==> src/rtl/bluetooth_rx.sv <==
// UART receiver for the Bluetooth module link: oversampled 8E1 deframer with
// 2-of-3 mid-bit majority voting, one-clk valid pulse and held error flags.
`timescale 1ns/1ps
module bluetooth_rx #(
    parameter int OVERSAMPLE  = 8,
    parameter int SYNC_STAGES = 2
) (
    input  logic       clk,
    input  logic       rst_in,
    input  logic       rx,
    input  logic       sample_tick,
    output logic [7:0] rx_data,
    output logic       rx_valid,
    output logic       parity_err,
    output logic       frame_err,
    output logic       busy
);
    localparam int TW = $clog2(OVERSAMPLE);
    localparam logic [TW-1:0] T_S0   = TW'(OVERSAMPLE / 2 - 1);
    localparam logic [TW-1:0] T_S1   = TW'(OVERSAMPLE / 2);
    localparam logic [TW-1:0] T_DEC  = TW'(OVERSAMPLE / 2 + 1);
    localparam logic [TW-1:0] T_LAST = TW'(OVERSAMPLE - 1);
    localparam logic [TW-1:0] T_ZERO = TW'(0);
    localparam logic [TW-1:0] T_ONE  = TW'(1);

    typedef enum logic [2:0] {
        ST_IDLE   = 3'd0,
        ST_START  = 3'd1,
        ST_DATA   = 3'd2,
        ST_PARITY = 3'd3,
        ST_STOP   = 3'd4
    } state_t;

    function automatic logic maj3(input logic a, input logic b, input logic c);
        return (a & b) | (a & c) | (b & c);
    endfunction

    function automatic logic even_parity_bit(input logic [7:0] d);
        return ^d;
    endfunction

    logic [SYNC_STAGES-1:0] sync_q;
    logic                   rx_s;
    logic                   prev_q;
    state_t                 state_q, state_d;
    logic [TW-1:0]          t_q, t_d, t_inc_s;
    logic [2:0]             idx_q, idx_d;
    logic [7:0]             shift_q, shift_d;
    logic                   par_q, par_d;
    logic                   s0_q, s0_d, s1_q, s1_d;
    logic                   maj_s;
    logic [7:0]             data_q, data_d;
    logic                   perr_q, perr_d;
    logic                   ferr_q, ferr_d;
    logic                   valid_q, valid_d;
    logic                   busy_q;

    assign rx_s    = sync_q[SYNC_STAGES-1];
    assign maj_s   = maj3(s0_q, s1_q, rx_s);
    assign t_inc_s = t_q + T_ONE;

    // Input synchronizer and tick-sampled previous line value for edge detection
    always_ff @(posedge clk or negedge rst_in) begin
        if (!rst_in) begin
            sync_q <= {SYNC_STAGES{1'b1}};
            prev_q <= 1'b1;
        end else begin
            sync_q <= {sync_q[SYNC_STAGES-2:0], rx};
            if (sample_tick) begin
                prev_q <= rx_s;
            end else begin
                prev_q <= prev_q;
            end
        end
    end

    // Deframing state register and registered outputs
    always_ff @(posedge clk or negedge rst_in) begin
        if (!rst_in) begin
            state_q <= ST_IDLE;
            t_q     <= T_ZERO;
            idx_q   <= 3'd0;
            shift_q <= 8'h00;
            par_q   <= 1'b0;
            s0_q    <= 1'b1;
            s1_q    <= 1'b1;
            data_q  <= 8'h00;
            perr_q  <= 1'b0;
            ferr_q  <= 1'b0;
            valid_q <= 1'b0;
            busy_q  <= 1'b0;
        end else begin
            state_q <= state_d;
            t_q     <= t_d;
            idx_q   <= idx_d;
            shift_q <= shift_d;
            par_q   <= par_d;
            s0_q    <= s0_d;
            s1_q    <= s1_d;
            data_q  <= data_d;
            perr_q  <= perr_d;
            ferr_q  <= ferr_d;
            valid_q <= valid_d;
            busy_q  <= (state_d != ST_IDLE);
        end
    end

    // Next-state logic: everything advances only on sample ticks, valid self-clears
    always_comb begin
        state_d = state_q;
        t_d     = t_q;
        idx_d   = idx_q;
        shift_d = shift_q;
        par_d   = par_q;
        s0_d    = s0_q;
        s1_d    = s1_q;
        data_d  = data_q;
        perr_d  = perr_q;
        ferr_d  = ferr_q;
        valid_d = 1'b0;

        if (sample_tick) begin
            if (t_q == T_S0) begin
                s0_d = rx_s;
            end else if (t_q == T_S1) begin
                s1_d = rx_s;
            end else begin
                s0_d = s0_q;
            end

            case (state_q)
                ST_IDLE: begin
                    // The detecting tick is tick 0 of the start bit
                    if (prev_q && !rx_s) begin
                        state_d = ST_START;
                        t_d     = T_ONE;
                    end else begin
                        t_d = T_ZERO;
                    end
                end
                ST_START: begin
                    if ((t_q == T_DEC) && maj_s) begin
                        state_d = ST_IDLE;
                        t_d     = T_ZERO;
                    end else if (t_q == T_LAST) begin
                        state_d = ST_DATA;
                        t_d     = T_ZERO;
                        idx_d   = 3'd0;
                    end else begin
                        t_d = t_inc_s;
                    end
                end
                ST_DATA: begin
                    if (t_q == T_DEC) begin
                        shift_d[idx_q] = maj_s;
                    end else begin
                        shift_d = shift_q;
                    end
                    if (t_q == T_LAST) begin
                        t_d   = T_ZERO;
                        idx_d = idx_q + 3'd1;
                        if (idx_q == 3'd7) begin
                            state_d = ST_PARITY;
                        end else begin
                            state_d = ST_DATA;
                        end
                    end else begin
                        t_d = t_inc_s;
                    end
                end
                ST_PARITY: begin
                    if (t_q == T_DEC) begin
                        par_d = maj_s;
                    end else begin
                        par_d = par_q;
                    end
                    if (t_q == T_LAST) begin
                        state_d = ST_STOP;
                        t_d     = T_ZERO;
                    end else begin
                        t_d = t_inc_s;
                    end
                end
                ST_STOP: begin
                    // Leaving at mid-stop-bit leaves room for a back-to-back start
                    if (t_q == T_DEC) begin
                        data_d  = shift_q;
                        perr_d  = (even_parity_bit(shift_q) != par_q);
                        ferr_d  = !maj_s;
                        valid_d = 1'b1;
                        state_d = ST_IDLE;
                        t_d     = T_ZERO;
                    end else begin
                        t_d = t_inc_s;
                    end
                end
                default: begin
                    state_d = ST_IDLE;
                    t_d     = T_ZERO;
                end
            endcase
        end else begin
            state_d = state_q;
        end
    end

    assign rx_data    = data_q;
    assign rx_valid   = valid_q;
    assign parity_err = perr_q;
    assign frame_err  = ferr_q;
    assign busy       = busy_q;

endmodule

==> config.mk <==
export PLATFORM = sky130hd
export DESIGN_NAME = bluetooth_rx
export DESIGN_NICKNAME = d
export VERILOG_FILES = /design/src/rtl/bluetooth_rx.sv
export SDC_FILE = /design/constraint.sdc
export NUM_CORES = 1
export LEC_CHECK = 0
export CORE_MARGIN = 2
export CORE_UTILIZATION = 35
export CTS_CLUSTER_SIZE = 25
export DETAILED_ROUTE_END_ITERATION = 8
export SLEW_MARGIN = 20
export SYNTH_ARGS = -nofsm -noshare
export SYNTH_HDL_FRONTEND = slang
export SYNTH_SLANG_ARGS = --single-unit
==> constraint.sdc <==
create_clock -name clk -period 2.27 [get_ports clk]
set_clock_uncertainty 0.05 [all_clocks]
set_input_delay 0.681 -clock clk [delete_from_list [all_inputs] [get_ports clk]]
set_output_delay 0.681 -clock clk [all_outputs]
set_load 0.02 [all_outputs]
==> flow_summary.json, run 1 <==
{
  "fin_tns_setup_ns": 0,
  "num_rows": 26,
  "fin_crit_sh_pct": 96.0,
  "die_width_um": 75.5,
  "vias": 1251,
  "mostFrequentLayoutCells": "dfrtp_1, mux2_2, clkdlybuf4s50_1",
  "synth-seq-cells": 35,
  "dr.first_iter.drc_count": 56,
  "cts_made_buffers": 5,
  "h-tree-depth": 2,
  "finalCriticalPeriod_ns": 2.18,
  "preCtsSetupSlack_ns": -0.226,
  "design.core.area_um2": 5010,
  "synthTopCellsByArea": "dfrtp_1, mux2_2, dfstp_2",
  "slowest_delay_ns": 0.52,
  "path_clk_slew_ns": 0.07,
  "yosysTopAreaCell": "dfrtp_1",
  "slew_violations": 0,
  "fin_area_um2": 2150,
  "die_height_um": 75.5,
  "globalplace.congestion": 0.875,
  "insertedDiodeCount": 0,
  "firstDrtPassIters": 4,
  "relSlewSlack_pct": 71.0,
  "grt_pass1_vias": 1276,
  "clock_latency_ns": 0.28,
  "synth.avg_cell_area_um2": 11.4,
  "ys_warn_count": 0,
  "fin_ws_ns": 0.0897,
  "outcome": "finished, final reports clean",
  "grt_pass1_wl_um": 5750,
  "fmax_mhz": 459,
  "grt_max_degree": 36,
  "worstPathRequired_ns": 2.38,
  "setup_viol": 0,
  "endpoint_kind": "register",
  "path_cells": "clkdlybuf4s50_1 -> nand2b_1 -> or4_4 -> nor3b_2 -> mux2_2",
  "nNetsFinal": 190,
  "synth_cell_type_count": 40,
  "syn_to_final_growth_pct": 20.0,
  "cts_tree": "done",
  "path_class": "in2reg",
  "drc": 0,
  "critPathArrivalTime_ns": 2.29,
  "ys_seq_area_share_pct": 49.3,
  "syn-cell-area_um2": 1790,
  "drive_gt1_share_pct": 25.3,
  "hp-class": "reg2reg",
  "viasPerCell": 5.04,
  "final_common_cell": "dfrtp_1",
  "syn_nets": 170,
  "ir_drop_v": 0.000455,
  "post_dp_cell_area_um2": 2050,
  "rsz0062_at_grt": "false",
  "dieArea_um2": 5700,
  "synth_cells": 157,
  "drv_cap": 0,
  "synth.top_cell.area_share_pct": 41.9,
  "grt.total_usage_pct": 13.2,
  "slowest_stage": "or4_4",
  "initial_core_util_pct": 35.7,
  "ios": 16,
  "synth_edf_count": 0,
  "wire_per_inst_um": 13.1,
  "ys.flop_type": "dfrtp_1",
  "p_per_area_nw_per_um2": 833,
  "grt-ovfl-total": 0,
  "power_mw": 1.79,
  "leakage_nw": 0.970,
  "worst-path-max-fanout": 4,
  "worst_pin_slew_ns": 0.435,
  "cts_buffer_depth": 2,
  "root_buffer": "clkbuf_8",
  "critPathLaunchType": "input pin",
  "drt-total-wl_um": 3260,
  "antenna_found_initial": 0,
  "cts_sinks": 35,
  "post_cts_resized": 0,
  "async_reset_ff_share_pct": 100,
  "dp_hpwl_um": 2370,
  "cts_hold_buf": 0,
  "hold_violations": 0,
  "cts_setup_buffers": 0,
  "io_buffers": 15,
  "antenna_left": 0
}
==> cells in the mapped netlist (3+ instances only) <==
cell,number
a21oi_1,5
a22o_1,3
clkbuf_1,8
dfrtp_1,30
dfstp_2,5
ha_1,9
inv_1,8
mux2_2,20
nand2_1,10
nand2b_1,3
nand3_1,4
nor2_1,3
o21ai_0,10
xnor2_1,4
==> report_power, final <==
part	total (mW)	internal, mW	switching, mW
Clock	0.485	0.277	0.208
Sequential	0.823	0.725	0.0979
Combinational	0.481	0.204	0.278
Total	1.79	1.21	0.584
==> path summary, 6_finish.rpt <==
kind                         endpoint  slack [ns]  depth (start not counted)         from
min reg2reg                 sync_q[1]        0.31                          0    sync_q[0]
max                        shift_q[4]        0.09                          5  sample_tick
min in group asynchronous  rx_data[1]        0.76                          2       rst_in
max reg2reg                shift_q[4]        0.17                          6       t_q[1]
max in group asynchronous        s0_q        1.07                          2       rst_in
min                         sync_q[1]        0.31                          0    sync_q[0]
==> cells by family after synthesis <==
logic type / count (synthesis) / share of synthesized area (%)
simple gates: 37 / 12.1
flops: 35 / 49.3
compound gates: 30 / 11.1
mux: 20 / 12.6
buf+inv: 18 / 3.91
fa+ha+maj: 10 / 6.85
xor+xnor: 7 / 4.19
==> metal layers <==
layer / vias to the layer above / routed length, um / GRT usage, % / share of wire, %
met5: - / 0 / 0 / 0
met4: 0 / 8 / 2.73 / 0.25
met3: 2 / 119 / 3.97 / 3.7
met2: 25 / 1640 / 22.5 / 50
met1: 617 / 1490 / 16.6 / 46
li1: 607 / - / - / -
==> state kept, by name, summed over array words and instances, names as in the netlist <==
register	flops
rx_data	8
rx_valid	1
parity_err	1
s1_q	1
s0_q	1
frame_err	1
shift_q	8
idx_q	3
sync_q	2
prev_q	1
t_q	3
busy	1
state_q	3
par_q	1
==> through the flow <==
stage	util, %	hold slack (ns)	instances
2_1_floorplan	-	0.295	157
3_3_place_gp	40.9	0.296	240
3_5_place_dp	40.9	0.297	240
4_1_cts	42.9	0.307	248
5_1_grt	42.9	0.309	248
6_report	42.9	0.306	248
==> critical path: cells and delay by family <==
| kind | cells | cell delay [ns] |
|---|---|---|
| buffers and inverters | 1 | 0.48 |
| multiplexers | 1 | 0.35 |
| AND/OR/NAND/NOR | 3 | 0.78 |
==> cell type report <==
class                           count  area [um2]
Inverter                            8        30.0
Fill cell                         519        2860
Sequential cell                    35         882
Clock buffer                        8         100
Timing Repair Buffer               23         210
Multi-Input combinational cell    104         838
Tap cell                           70        87.6
No activity file was read; power rests on OpenSTA's default activity.
==> run 2: changes to the inputs <==
--- a/config.mk
+++ b/config.mk
@@ -9,6 +9,7 @@
 export CORE_UTILIZATION = 35
 export CTS_CLUSTER_SIZE = 25
 export DETAILED_ROUTE_END_ITERATION = 8
+export RECOVER_POWER = 50
 export SLEW_MARGIN = 20
 export SYNTH_ARGS = -nofsm -noshare
 export SYNTH_HDL_FRONTEND = slang
==> flow_summary.json, run 2 (same netlist as run 1, synthesis figures left out) <==
{
  "fillers": 520,
  "worstReg2RegStart": "t_q[1]",
  "path_cells": "clkdlybuf4s50_1 -> nand2b_1 -> or4_4 -> nor3b_2 -> mux2_2",
  "fin_tns_setup_ns": 0,
  "outcome": "finished, final reports clean",
  "grt_pass1_vias": 1276,
  "dieArea_um2": 5700,
  "die_width_um": 75.5,
  "root_buffer": "clkbuf_8",
  "setup_viol": 0,
  "post_cts_resized": 0,
  "endpoint_kind": "register",
  "cts_hold_buf": 0,
  "syn_to_final_growth_pct": 19.8,
  "relSlewSlack_pct": 43.9,
  "grt_pass1_wl_um": 5750,
  "worstPathRequired_ns": 2.38,
  "clock_latency_ns": 0.28,
  "slowest_delay_ns": 0.52,
  "slew_violations": 0,
  "cts_buffer_depth": 2,
  "grt-ovfl-total": 0,
  "cts_sinks": 35,
  "cts_tree": "done",
  "ir_drop_v": 0.000454,
  "drt-total-wl_um": 3270,
  "p_per_area_nw_per_um2": 833,
  "timing.hold.ws_ns": 0.306,
  "critPathLaunchType": "input pin",
  "num_rows": 26,
  "insertedDiodeCount": 0,
  "nNetsFinal": 190,
  "worst-path-max-fanout": 4,
  "initial_core_util_pct": 35.7,
  "critPathLaunch": "sample_tick",
  "antenna_left": 0,
  "final_common_cell": "dfrtp_1",
  "place_inst": 240,
  "path_class": "in2reg",
  "leakage_nw": 0.970,
  "cts_setup_buffers": 0,
  "ios": 16,
  "power_mw": 1.79,
  "crit_buf_inv": 1,
  "min-delay-start": "sync_q[0]",
  "stdcell_count": 248,
  "mostFrequentLayoutCells": "dfrtp_1, mux2_2, clkdlybuf4s50_1",
  "drive_gt1_share_pct": 25.3,
  "seq_area_um2": 882,
  "path_clk_slew_ns": 0.07,
  "h-tree-depth": 2,
  "hold_violations": 0,
  "antenna_found_initial": 0,
  "fmax_mhz": 459,
  "drc": 0,
  "multi_input_area_um2": 838,
  "firstDrtPassIters": 4,
  "critical_path.top_delay_family": "simple AND/OR/NAND/NOR gates",
  "grt_max_degree": 36,
  "wire_per_inst_um": 13.2,
  "worst_pin_slew_ns": 0.842,
  "io_buffers": 15,
  "rsz0062_at_grt": "false",
  "dr.first_iter.drc_count": 56,
  "design.core.area_um2": 5010,
  "globalplace.congestion": 0.875,
  "die_height_um": 75.5,
  "slowest_stage": "or4_4",
  "finalCriticalPeriod_ns": 2.18,
  "fin_crit_sh_pct": 96.0,
  "dp_hpwl_um": 2370,
  "viasPerCell": 5.04,
  "cts_made_buffers": 5,
  "hp-class": "reg2reg",
  "critPathArrivalTime_ns": 2.29,
  "drv_cap": 0,
  "vias": 1250,
  "grt.total_usage_pct": 13.2
}
## run 2: cell types whose count changed in the layout (fill, tap and decap cells not counted)
| cell | delta |
|---|---|
| dlygate4sd3_1 | +2 |
| clkdlybuf4s50_1 | -2 |
| buf_4 | -1 |
| clkbuf_2 | +1 |
## run 2: area by class of cell
cell class,instances,area share [%]
sequential,35,41.1
multi-input combinational,104,39.1
inverter,8,1.40
timing repair buffer,23,9.68
clock buffer,8,4.66
tap,70,4.08
## run 2: final timing paths
check                      depth (start not counted)         end  slack, ns
hold reg to reg                                    0   sync_q[1]       0.31
max in group asynchronous                          2  shift_q[7]       0.66
hold / removal                                     0   sync_q[1]       0.31
min in group asynchronous                          2  rx_data[1]       0.99
setup / recovery                                   5  shift_q[4]       0.09
setup reg to reg                                   6  shift_q[4]       0.17
## run 2: stage by stage
stage               setup slack, ns  area, um2  util [%]
floorplan                     0.302       1790         -
global placement             -0.207       2050      40.9
detailed placement           -0.226       2050      40.9
CTS                          0.0714       2150      42.9
global route                 0.0150       2150      42.8
finish                       0.0905       2150      42.8
## run 2: layer usage
| metal | global-route usage (%) | up-vias | wire [um] |
|---|---|---|---|
| li1 | - | 605 | - |
| met3 | 3.97 | 2 | 127 |
| met2 | 22.5 | 26 | 1650 |
| met1 | 16.6 | 617 | 1480 |
| met4 | 2.73 | 0 | 8 |
| met5 | 0 | - | 0 |
## run 2: report_power, final
part / total, mW / switching, mW / internal, mW
Combinational: 0.480 / 0.278 / 0.202
Sequential: 0.823 / 0.0981 / 0.725
Clock: 0.485 / 0.208 / 0.277
## run 2: worst register-to-register path, cell delays in order, from the launching register on
cell and delay, ns:
dfrtp_1 0.40, inv_1 0.10, ha_1 0.26, nand2_2 0.10, or4_4 0.56, nor3b_2 0.18
mux2_2 0.35
